--- config.mk ---
export PLATFORM = sky130hd
export DESIGN_NAME = pc_sequencer
export DESIGN_NICKNAME = d
export VERILOG_FILES = /design/src/rtl/pc_pkg.sv /design/src/rtl/pc_sequencer_ras.sv /design/src/rtl/pc_sequencer.sv
export SDC_FILE = /design/constraint.sdc
export NUM_CORES = 1
export LEC_CHECK = 0
export BUFFER_PORTS_ARGS = -buffer_cell sky130_fd_sc_hd__buf_2
export CELL_PAD_IN_SITES_DETAIL_PLACEMENT = 1
export CELL_PAD_IN_SITES_GLOBAL_PLACEMENT = 1
export CORE_AREA = 5 5 153 185
export CTS_BUF_LIST = sky130_fd_sc_hd__clkbuf_8 sky130_fd_sc_hd__clkbuf_16
export DETAILED_ROUTE_END_ITERATION = 10
export DIE_AREA = 0 0 158 190
export PLACE_DENSITY_LB_ADDON = 0.1
export SYNTH_ARGS = -nofsm -noshare
export SYNTH_HDL_FRONTEND = slang
export SYNTH_SLANG_ARGS = --single-unit
export TNS_END_PERCENT = 30
--- constraint.sdc ---
create_clock -name clk -period 5.26 [get_ports clk]
set_input_delay 0.263 -clock clk [delete_from_list [all_inputs] [get_ports clk]]
set_output_delay 0.263 -clock clk [all_outputs]
set_load 0.1 [all_outputs]
--- src/rtl/pc_pkg.sv ---
// Shared definitions for the program-counter sequencer: action selector and
// step-alignment helper.
package pc_pkg;

   typedef enum logic [2:0] {
      RESET,
      TRAP,
      STALL,
      RET,
      CALL,
      BRANCH,
      SEQ
   } pc_act_e;

   // STEP is a power of two between 1 and 16, so a short scan covers every legal value
   function automatic int step_log2(input int step);
      int n;
      n = 0;
      for (int i = 0; i < 5; i++) begin
         if ((1 << i) == step) n = i;
      end
      return n;
   endfunction

endpackage

--- src/rtl/pc_sequencer_ras.sv ---
// Circular return-address stack: a push onto a full stack overwrites the oldest
// entry, and a pop from an empty stack leaves the stack unchanged; both raise err.
module pc_ras #(
   parameter int WIDTH     = 32,
   parameter int RAS_DEPTH = 4
) (
   input  logic             clk,
   input  logic             reset,
   input  logic             push,
   input  logic             pop,
   input  logic [WIDTH-1:0] push_data,
   output logic [WIDTH-1:0] top,
   output logic             empty,
   output logic             full,
   output logic             err
);

   localparam int            PW       = $clog2(RAS_DEPTH);
   localparam logic [PW:0]   FULL_CNT = (PW+1)'(RAS_DEPTH);

   logic [WIDTH-1:0] mem_q [RAS_DEPTH];
   logic [PW-1:0]    ptr_q, ptr_d;
   logic [PW:0]      depth_q, depth_d;
   logic             err_q, err_d;
   logic [PW-1:0]    top_idx;

   // ptr_q is the next free slot; it wraps naturally because RAS_DEPTH is a power of two
   always_comb begin
      ptr_d   = ptr_q;
      depth_d = depth_q;
      err_d   = 1'b0;
      if (pop) begin
         if (depth_q == '0) begin
            err_d = 1'b1;
         end else begin
            ptr_d   = ptr_q - PW'(1);
            depth_d = depth_q - (PW+1)'(1);
         end
      end else if (push) begin
         ptr_d = ptr_q + PW'(1);
         if (depth_q == FULL_CNT) err_d = 1'b1;
         else                     depth_d = depth_q + (PW+1)'(1);
      end
   end

   always_ff @(posedge clk) begin
      if (!reset) begin
         ptr_q   <= '0;
         depth_q <= '0;
         err_q   <= 1'b0;
      end else begin
         ptr_q   <= ptr_d;
         depth_q <= depth_d;
         err_q   <= err_d;
      end
   end

   always_ff @(posedge clk) begin
      if (reset && push && !pop) mem_q[ptr_q] <= push_data;
   end

   assign top_idx = ptr_q - PW'(1);
   assign top     = mem_q[top_idx];
   assign empty   = (depth_q == '0);
   assign full    = (depth_q == FULL_CNT);
   assign err     = err_q;

endmodule

--- src/rtl/pc_sequencer.sv ---
// Program-counter sequencer: priority action decode, target alignment and the
// count register, with a return-address stack for call/ret.
module pc_sequencer
   import pc_pkg::*;
#(
   parameter int               WIDTH     = 32,
   parameter int               STEP      = 4,
   parameter logic [WIDTH-1:0] RESET_VEC = '0,
   parameter logic [WIDTH-1:0] TRAP_VEC  = 'h80,
   parameter int               RAS_DEPTH = 4
) (
   input  logic             clk,
   input  logic             reset,
   input  logic             stall,
   input  logic             trap,
   input  logic             branch_taken,
   input  logic [WIDTH-1:0] branch_target,
   input  logic             call,
   input  logic [WIDTH-1:0] call_target,
   input  logic             ret,
   output logic [WIDTH-1:0] count,
   output logic             ras_empty,
   output logic             ras_full,
   output logic             ras_err
);

   localparam int               STEP_LG    = step_log2(STEP);
   localparam logic [WIDTH-1:0] ALIGN_MASK = {WIDTH{1'b1}} << STEP_LG;
   localparam logic [WIDTH-1:0] STEP_W     = WIDTH'(STEP);

   pc_act_e          act;
   logic [WIDTH-1:0] count_q, count_d;
   logic [WIDTH-1:0] seq_pc;
   logic [WIDTH-1:0] ras_top;
   logic             ras_push, ras_pop;

   assign seq_pc = count_q + STEP_W;

   always_comb begin
      act = SEQ;
      if (!reset)            act = RESET;
      else if (trap)         act = TRAP;
      else if (stall)        act = STALL;
      else if (ret)          act = RET;
      else if (call)         act = CALL;
      else if (branch_taken) act = BRANCH;
   end

   // An underflowing ret falls through to the sequential address; the stack flags the error
   always_comb begin
      count_d  = count_q;
      ras_push = 1'b0;
      ras_pop  = 1'b0;
      unique case (act)
         RESET:   count_d = RESET_VEC;
         TRAP:    count_d = TRAP_VEC;
         STALL:   count_d = count_q;
         RET: begin
            ras_pop = 1'b1;
            count_d = ras_empty ? seq_pc : ras_top;
         end
         CALL: begin
            ras_push = 1'b1;
            count_d  = call_target & ALIGN_MASK;
         end
         BRANCH:  count_d = branch_target & ALIGN_MASK;
         default: count_d = seq_pc;
      endcase
   end

   always_ff @(posedge clk) begin
      if (!reset) count_q <= RESET_VEC;
      else        count_q <= count_d;
   end

   pc_ras #(
      .WIDTH     (WIDTH),
      .RAS_DEPTH (RAS_DEPTH)
   ) u_ras (
      .clk       (clk),
      .reset     (reset),
      .push      (ras_push),
      .pop       (ras_pop),
      .push_data (seq_pc),
      .top       (ras_top),
      .empty     (ras_empty),
      .full      (ras_full),
      .err       (ras_err)
   );

   assign count = count_q;

endmodule

* Yosys cells after proc, flatten, opt, wreduce, memory -nomap -nowiden
Memory sizes are Yosys's and may differ from the RTL's. Index checks and enable logic that the tools add are counted.
Storage, ports and cells: bits in registers 38, RAM bits 128, bits of input ports 71, output and inout port bits 35, logic and storage cells 49, memories 1
Operators by class: add/subtract/negate cells 5, eq/ne operators 8, muxes and demuxes 23, reduce and logical (&&, ||, !) cells 8
Memories:
- u_ras.mem_q | depth 4, width 32, read ports 1, clocked after memory_dff 0, write ports 1, RTL line pc_sequencer_ras.sv:21 | logic [WIDTH-1:0] mem_q [RAS_DEPTH];
Operators by type and width (count):
- case mux 32 bit (6 select lines) | 1
- adder 32 x 3 -> 32 bit, second input constant | 1
- 2-to-1 mux 32 bit | 1
- 2-to-1 mux 3 bit | 8
- 2-to-1 mux 2 bit | 5
- == test 3 bit, second input constant | 3
- 2-to-1 mux 1 bit | 8
- == test 3 x 2 -> 1 bit, second input constant | 2
- logical NOT 3 bit | 2
- adder 3 x 1 -> 3 bit, second input constant | 1
- == test 3 x 1 -> 1 bit, second input constant | 1
- AND reduction 3 bit | 1
- subtractor 3 x 1 -> 3 bit, second input constant | 1
- adder 2 x 1 -> 2 bit, second input constant | 1
- logical AND 1 bit | 2
- inequality test 2 x 1 -> 1 bit, second input constant | 1
- inequality test 2 bit, second input constant | 1
- AND reduction 2 bit | 1
- nonzero test 2 bit | 1
- subtractor 2 x 1 -> 2 bit, second input constant | 1
- logical NOT 1 bit | 1

* Logic depth before layout (Yosys ltp)
depth in word-level cells 12, mapped depth 12

* Hierarchy
Synthesis repeated with hierarchy kept, for this count alone.
Unflattened totals: cells, all modules 563, area total of the unflattened synthesis 7642.3 sq um
Modules (own cells, without submodules):
- pc_ras | instances 1, cells each 223, area each 5073.6 sq um, seq. area each 3963.8 sq um
- pc_sequencer | instances 1, cells each 340, area each 2568.7 sq um, seq. area each 640.6 sq um

* Least setup slack after synthesis
OpenSTA, ideal clock, no wires.
path kind register -> register, start register u_ras.depth_q[1], end register count_q[25] (netlist: count[25]), library setup time 0.119 ns, arrival time 2.684 ns, slack 2.456 ns, cell stages (with the launch flop) 8, buffers on the path 2, clock period less this slack 2.804 ns, cells stage by stage dfxtp_1 buf_2 nor3_2 nand2b_1 buf_2 o221ai_1 or3_1 o221a_2
On the way: cells in the longest elaborated chain, start to end 3
RTL lines:
- start: declaration | RTL line pc_sequencer_ras.sv:23 | logic [PW:0] depth_q, depth_d;
- start signal: assignment | RTL line pc_sequencer_ras.sv:53 | depth_q <= depth_d;
- logical NOT 3 bit | RTL line pc_sequencer_ras.sv:64 | assign empty = (depth_q == '0);
- net ras_empty | RTL line pc_sequencer.sv:22 | output logic ras_empty,
- 2-to-1 mux 32 bit | RTL line pc_sequencer.sv:60 | count_d = ras_empty ? seq_pc : ras_top;
- case mux 32 bit (6 select lines) | RTL line pc_sequencer.sv:54 | unique case (act)
- end signal: assignment | RTL line pc_sequencer.sv:73 | else count_q <= count_d;
- end: declaration | RTL line pc_sequencer.sv:32 | logic [WIDTH-1:0] count_q, count_d;
The timed path passes the listed nets, and every way through them passes these cells. A chain may end at the register's enable or synchronous reset.

* Worst setup path in the final report
start input port reset, end memory u_ras.mem_q[2][28] (enable)
On the way: cells in the longest elaborated chain, start to end 7, elaborated cells between the ends (all ways) 10, classes of those cells eq/ne (2); mux (5); reduce/logical (3)
RTL lines:
- start: declaration | RTL line pc_sequencer.sv:13 | input logic reset,
- 2-to-1 mux 3 bit | RTL line pc_sequencer.sv:41 | if (!reset) act = RESET;
- == test 3 bit or == test 3 x 2 -> 1 bit (tied branches) | RTL line pc_sequencer.sv:54
- 2-to-1 mux 1 bit | RTL line pc_sequencer.sv:54
- logical AND 1 bit or logical NOT 1 bit (tied branches) | RTL line pc_sequencer_ras.sv:59 | if (reset && push && !pop) mem_q[ptr_q] <= push_data;
- logical AND 1 bit (*) | RTL line pc_sequencer_ras.sv:59
- 2-to-1 mux 1 bit (*) | RTL line pc_sequencer_ras.sv:59
- 2-to-1 mux 1 bit (not written as such) (*) | RTL line pc_sequencer_ras.sv:59
- end: declaration | RTL line pc_sequencer_ras.sv:21
Every way passes the cells marked *; elsewhere a longest branch is shown, timed or not.

==> flow_metrics.env <==
export IMPL_grt_util_all_layers=0.160
export IMPL_grt_overflow=0
export IMPL_vias=5305
export IMPL_hold_viol_final=0
export IMPL_dr_pass1_iters=7
export IMPL_end_kind="flip-flop"
export IMPL_critical_path_max_stage_delay_ps=830
export IMPL_syn_nets=635
export IMPL_initial_core_util=0.293
export IMPL_wl_per_cell_um=23.7
export IMPL_setup_viol=0
export IMPL_grt_pass1_wl_mm=35.6
export IMPL_cts_tree="yes"
export IMPL_worst_path_buf_inv=2
export IMPL_nets=724
export IMPL_pin_count=106
export IMPL_grt_max_degree=36
export IMPL_die_x_um=158
export IMPL_synth_most_common_cell="edfxtp_1"
export IMPL_skew_ps=16.5
export IMPL_hp_class="in -> reg"
export IMPL_synth_top_area_frac=0.495
export IMPL_ant_nets=0
export IMPL_stdcell_count=1000
export IMPL_postLayoutCoreUtil=0.347
export IMPL_htree_levels=4
export IMPL_dp_hpwl_mm=15.9
export IMPL_holdBufCountCts=0
export IMPL_timing_fmax_mhz=332
export IMPL_worst_hold_slack_ps=126
export IMPL_ys_types=69
export IMPL_gp_congestion=0.727
export IMPL_slew_headroom=0.339
export IMPL_dp_cells=968
export IMPL_start_kind="input pin"
export IMPL_setup_tns_final_ps=0
export IMPL_numCtsBuffers=17
export IMPL_wl_mm=23.7
export IMPL_syn_avg_cell_area_um2=13.9
export IMPL_status="finished, final reports clean"
export IMPL_portBuffers=101
export IMPL_p_leak_nw=3.35
export IMPL_ys_flop_type="edfxtp_1"
export IMPL_synth_area_leaders="edfxtp_1, dfxtp_1, mux4_2"
export IMPL_crit_chain="buf_2 > nand2b_1 > nor3b_2 > and2_1 > buf_4"
export IMPL_synthArstFlopShare=0
export IMPL_cts_setup_buffers=0
export IMPL_antenna_found_initial=0
export IMPL_slew_viol_final=0
export IMPL_ys_warn_count=0
export IMPL_remaining_drc_errors=0
export IMPL_pre_cts_slack_ps=1690
export IMPL_cp_slowest_cell="and2_1"
export IMPL_dr_first_iter_drc_count=324
export IMPL_synth_seq_cells=166
export IMPL_postLayoutCellArea_um2=9200
export IMPL_clk_pin_slew_worst_paths_ps=60
export IMPL_crit_family="simple AND/OR/NAND/NOR gates"
export IMPL_clk_latency_ps=420
export IMPL_highest_layer="met4"
export IMPL_irDropWorstVdd_mv=0.204
export IMPL_postPlaceCellArea_um2=8570
export IMPL_clock_root_buffer="clkbuf_16"
export IMPL_synth_edf_count=128
export IMPL_timing_worst_setup_path_type="in -> reg"
export IMPL_wl_met1_mm=10.4
export IMPL_synth_area_um2=7770
export IMPL_critPathRequiredTime_ps=5340
export IMPL_core_area_um2=26500
export IMPL_syn_inst=558
export IMPL_cts_resized=0
export IMPL_cts_sinks=166
export IMPL_drive_gt1_frac=0.302
export IMPL_powerDensity_nw_per_um2=331
export IMPL_rsz0062_at_grt="no"
export IMPL_cp_arrival_ps=3090
export IMPL_p_total_mw=3.04
export IMPL_viasPerCell=5.31
export IMPL_setup_ws_ps=2250
export IMPL_period_needed_ps=3010
export IMPL_max_cap_violations=0
export IMPL_yosysTopAreaCell="edfxtp_1"
export IMPL_cts_max_path_buffers=2
export IMPL_cp_max_fo=20
export IMPL_rows=66
export IMPL_met2_length_mm=12.2
export IMPL_diodes=0
export IMPL_die_area_um2=30000
export IMPL_fin_crit_sh=0.573
export IMPL_synth_seq_area_share=0.593
export IMPL_fp_dieH_um=190
export IMPL_tightest_slew_ps=991
export IMPL_grt_pass1_vias=5721
export IMPL_area_growth_pct=18.4
export IMPL_wl_met3_um=844
export IMPL_synth_cells_most_frequent="edfxtp_1, dfxtp_1, mux4_2"
==> cell usage in the layout, fill, tap and decap left out, types with 3 or more instances in the layout <==
cell type | Yosys | layout
edfxtp_1 | 128 | 128
buf_2 | 17 | 101
dfxtp_1 | 38 | 37
mux4_2 | 32 | 32
nand2_1 | 28 | 28
a21oi_1 | 25 | 25
o21ai_0 | 24 | 24
inv_1 | 19 | 23
a222oi_1 | 22 | 22
nand3_1 | 21 | 21
xnor2_1 | 18 | 18
clkbuf_16 | 0 | 17
a21o_1 | 15 | 15
a31oi_1 | 11 | 11
buf_4 | 10 | 11
and3_1 | 10 | 10
nor3_1 | 10 | 10
xor2_1 | 9 | 9
nor2_1 | 8 | 8
a2bb2oi_1 | 8 | 8
o21a_1 | 7 | 7
and2_1 | 6 | 6
o221ai_1 | 6 | 6
ha_1 | 5 | 5
or2_2 | 4 | 4
nand2b_1 | 4 | 4
o22a_1 | 4 | 4
bufinv_16 | 0 | 4
and4_1 | 3 | 3
o31a_1 | 3 | 3
nor4_1 | 3 | 3
a22o_1 | 3 | 3
inv_6 | 0 | 3
==> logic make-up after synthesis <==
logic type,Yosys count,synth area share
AO/OA/AOI/OAI,142,0.133
buffers and inverters,63,0.0420
AND/OR/NAND/NOR,122,0.0980
multiplexers,32,0.0928
adder cells (fa/ha/maj),6,0.0106
XOR/XNOR,27,0.0304
flip-flops,166,0.593
==> state kept, by name, indices dropped and copies added (netlist names) <==
| signal | cells |
|---|---|
| count | 32 |
| u_ras.ptr_q | 2 |
| u_ras.mem_q | 128 |
| u_ras.err | 1 |
| u_ras.depth_q | 3 |
==> report_power, final <==
group | leakage, nW | internal (mW) | switching [mW] | total (mW)
clock | 0.313 | 0.807 | 0.519 | 1.33
combinational | 1.54 | 0.0776 | 0.187 | 0.264
sequential | 1.49 | 1.42 | 0.0263 | 1.45
total | 3.35 | 2.31 | 0.732 | 3.04
==> layout make-up <==
| class | count | area (um^2) |
|---|---|---|
| Sequential cell | 166 | 4610 |
| Timing Repair Buffer | 113 | 608 |
| Clock inverter | 14 | 185 |
| Clock buffer | 18 | 439 |
| Fill cell | 2799 | 17300 |
| Multi-Input combinational cell | 329 | 2860 |
| Tap cell | 340 | 425 |
| Inverter | 20 | 75.1 |
==> tightest hold or removal path, stage by stage <==
cell,delay (ps)
buf_2,90
a21oi_1,90
nand3_1,60
==> final timing paths <==
check / start / cells past startpoint / slack, ps / to
worst max-delay path: reset / 5 / 2250 / u_ras.mem_q[2][28]
worst min-delay path: call_target[7] / 3 / 130 / count[7]
worst max register to register: u_ras.ptr_q[0] / 4 / 2590 / u_ras.mem_q[3][28]
worst min register to register: count[1] / 0 / 550 / u_ras.mem_q[0][1]
==> layer usage <==
layer  vias up  GRT usage
li1       2394          -
met1      2792      0.209
met2       101      0.275
met3        18     0.0284
met4         0     0.0400
met5         -          0
(Power assumes the default switching activity.)
